$ cat src/rtl/add_acc_pipe.sv
// add_acc_pipe: one-entry valid/ready pipeline computing a+b or a saturating running sum,
// with a sticky saturation flag and a wrapping accepted-beat counter.
module add_acc_pipe #(
    parameter int WIDTH = 4,
    parameter int CNT_W = 8
) (
    input  logic             clk,
    input  logic             rst_n,
    input  logic             in_valid,
    output logic             in_ready,
    input  logic [WIDTH-1:0] a,
    input  logic [WIDTH-1:0] b,
    input  logic             mode,
    input  logic             clr,
    output logic             out_valid,
    input  logic             out_ready,
    output logic [WIDTH:0]   sum,
    output logic             ovf,
    output logic [CNT_W-1:0] txn_cnt
);
    logic [WIDTH:0]   acc, acc_new, add_res;
    logic [WIDTH+1:0] acc_ext;
    logic             accept, sat;

    assign in_ready = !out_valid || out_ready;
    assign accept   = in_valid && in_ready;

    // A clear on the same edge as an accumulate beat makes that beat start from zero
    always_comb begin
        acc_ext = {1'b0, (clr ? {(WIDTH+1){1'b0}} : acc)} + {2'b00, a};
        sat     = acc_ext[WIDTH+1];
        acc_new = sat ? {(WIDTH+1){1'b1}} : acc_ext[WIDTH:0];
        add_res = {1'b0, a} + {1'b0, b};
    end

    always_ff @(posedge clk or negedge rst_n) begin
        if (!rst_n) begin
            out_valid <= 1'b0;
            sum       <= '0;
            ovf       <= 1'b0;
            txn_cnt   <= '0;
            acc       <= '0;
        end else if (accept) begin
            out_valid <= 1'b1;
            sum       <= mode ? acc_new : add_res;
            txn_cnt   <= txn_cnt + CNT_W'(1);
            if (mode) begin
                acc <= acc_new;
                ovf <= (ovf && !clr) || sat;
            end else if (clr) begin
                acc <= '0;
                ovf <= 1'b0;
            end
        end else begin
            if (out_ready) out_valid <= 1'b0;
            if (clr) begin
                acc <= '0;
                ovf <= 1'b0;
            end
        end
    end
endmodule

$ cat config.mk
export PLATFORM = sky130hd
export DESIGN_NAME = add_acc_pipe
export DESIGN_NICKNAME = d
export VERILOG_FILES = /design/src/rtl/add_acc_pipe.sv
export SDC_FILE = /design/constraint.sdc
export NUM_CORES = 1
export LEC_CHECK = 0
export CORE_MARGIN = 4
export CORE_UTILIZATION = 43
export CTS_CLUSTER_SIZE = 10
export DETAILED_ROUTE_END_ITERATION = 10
export PLACE_DENSITY = 0.82
export SLEW_MARGIN = 20
export SYNTH_ARGS = -nofsm -noshare
export SYNTH_HDL_FRONTEND = slang
export SYNTH_SLANG_ARGS = --single-unit
$ cat constraint.sdc
create_clock -name clk -period 2 [get_ports clk]
set_input_delay 0.2 -clock clk [delete_from_list [all_inputs] [get_ports clk]]
set_output_delay 0.2 -clock clk [all_outputs]
set_load 0.005 [all_outputs]
==> results.toml <==
[worst_setup_path]
worst-setup-path-type = "reg -> reg"
cp_max_fo = 4
cp.arrival_ps = 2230
cp-start-kind = "flip-flop"
cp.required_ps = 2210
end_kind = "flip-flop"

[sta]
hold_violations = 0
worst_slack_ps = -14.8
slew_viol_final = 0
min_period_over_period = 1.01
clock_skew_ps = 6.16
worst_slew_pin_slew_ps = 348
setup_violations = 1
max_clock_freq_mhz = 496
period_needed_ps = 2010
rsz0062_at_grt = "yes"
slew_headroom = 0.768

[pwr]
p_leak_nw = 0.863
vdd_drop_max_v = 0.000711
switching_power_mw = 0.395
p_per_area_mw_per_mm2 = 790
comb_power_share = 0.341
pwr-share-clk = 0.243
seq_power_share = 0.416
p_int_mw = 0.989
p_sw_frac = 0.286
finalPower_mw = 1.38

[floorplan]
coreArea_mm2 = 0.00257
die_w_um = 60.9
die_h_um = 60.9
fp-row-count = 18
start_util = 0.468
ios = 30
die_area_mm2 = 0.00370

[place]
gp_congestion = 0.843
dp_slack_ps = -635
hpwl_um = 2220
io_buffers = 29

[yosys]
synth_area_per_cell_um2 = 10.8
synth_edf_count = 0
async_flop_share = 1.00
yosysSeqAreaShare = 0.417
synth_nets = 136
synth_flop_cell = "dfrtp_1"
ys_ff_latch = 20
yosysWarnings = 0
syn_inst = 111
synth_area_mm2 = 0.00120
ys_types = 39

[flow_run]
max_cap_violations = 0

[detailed_routing]
drc = 0
avgViaCountPerCell = 5.58
wire_per_inst_um = 17.0
drt_iter0_markers = 24
routed-via-count = 1044
ant_nets = 0
dr.pass1.iters = 4
wirelength_um = 3170

[finish]
syn_to_final_growth_pct = 45.8
antenna_cells = 0
nets = 183
drive_gt1_frac = 0.229
final_util = 0.682

[cts]
cts-root-buf = "clkbuf_4"
cts_max_level = 1
cts_buffers = 3
cts_tree = "built"
path_clk_slew_ps = 120
insertion_delay_ps = 310
cts_buffer_depth = 2
clkSinkCount = 20
holdBufCountCts = 0

[grt]
grt_pass1_vias = 1082
grt_max_degree = 21
grt_usage = 0.182
antenna_found_initial = 0
grt.overflow.total = 0
grt_pass1_wl_um = 4950

[min_path]
hold_path_class = "in -> async"

[run_status]
status = "finished, violations left"
violations = "negative setup slack"
## per-layer routing
layer  vias up  global-route usage  wire length, um
met5         -                   0                0
met4         0              0.0960              115
met3        13              0.0319              146
met2        33               0.319             1620
met1       506               0.210             1290
li1        492                   -                -
## per-stage QoR
stage / std cells / setup TNS, ps / hold slack, ps / cell area (um2)
2_1_floorplan: 111 / 0 / -95.6 / 1200
3_3_place_gp: 180 / -4090 / 457 / 1610
3_5_place_dp: 180 / -5180 / 461 / 1610
4_1_cts: 186 / 0 / 225 / 1690
5_1_grt: 187 / -208 / 235 / 1750
6_report: 187 / -14.8 / 207 / 1750
## final timing paths
kind / start / end / slack (ps) / cells past startpoint
setup / recovery: acc[2]$_DFF_PN0_ / acc[0]$_DFF_PN0_ / -10 / 6
hold reg to reg: txn_cnt[7]$_DFFE_PN0P_ / txn_cnt[7]$_DFFE_PN0P_ / 470 / 1
min in group clk: clr / ovf$_DFF_PN0_ / 440 / 3
hold / removal: rst_n / acc[3]$_DFF_PN0_ / 210 / 2
max in group asynchronous: rst_n / txn_cnt[5]$_DFFE_PN0P_ / 1580 / 2
setup reg to reg: acc[2]$_DFF_PN0_ / acc[0]$_DFF_PN0_ / -10 / 6
## placed cells by master (no fill, tap or decap), drive strengths merged, types with 2 or more instances in the layout
cell	count
xnor2	5
xor2	4
and2	2
nor2	3
nand2	8
nand4	2
a21o	4
buf	16
a21bo	3
mux2	2
inv	6
fa	2
o311ai	3
nor2b	2
and2b	5
clkbuf	3
o21ai	5
clkdlybuf4s50	28
nand3	2
ha	9
and3	3
nand2b	2
dfrtp	20
a21oi	3
## power groups by stage
stage / Combinational [mW] / Clock [mW] / Sequential, mW
finish: 0.472 / 0.337 / 0.576
global route: 0.518 / 0.360 / 0.590
CTS: 0.461 / 0.335 / 0.576
detailed placement: 0.453 / 0 / 0.583
global placement: 0.439 / 0 / 0.577
floorplan: 0.188 / 0 / 0.575
## critical path, stage by stage (launching register included)
cell	delay [ps]
dfrtp_1	410
and2b_2	230
ha_4	220
and4b_1	190
a221o_1	450
o21ai_2	190
a21bo_1	230
## timing repair
| item | CTS | global route |
|---|---|---|
| pin swaps | 5 | 4 |
| endpoints found under the setup margin | 10 | 7 |
| gates resized for setup | 5 | 7 |
| setup buffers | 2 | 1 |
## layout make-up
cell class                 count  area [um2]
clock inverter                 1        30.0
sequential                    20         500
fill                         181         816
clock buffer                   3        22.5
inverter                       6        22.5
multi-input combinational     82         729
timing repair buffer          45         409
tap                           30        37.5
## cells by family (layout without fill, tap and decap cells)
group           count (synthesis)  count (layout)  share of synthesized area
flops                          20              20                      0.417
mux                             3               3                     0.0271
simple gates                   33              33                      0.168
buf+inv                         9              55                     0.0323
compound gates                 26              26                      0.164
fa+ha+maj                      11              11                      0.127
xor+xnor                        9               9                     0.0656
## cell usage after synthesis (4+ instances only)
library cell	number	area share
dfrtp_1	20	0.42
ha_1	9	0.094
nand2_1	8	0.025
inv_1	6	0.019
xnor2_1	5	0.036
a21o_1	4	0.025
and2b_2	4	0.029
o21ai_1	4	0.017
xor2_1	4	0.029
## sequential cells by signal (all words and copies together) (netlist names)
name,flops
out_valid,1
ovf,1
sum,5
acc,5
txn_cnt,8
Note: power is estimated with default switching activity, not from simulation.
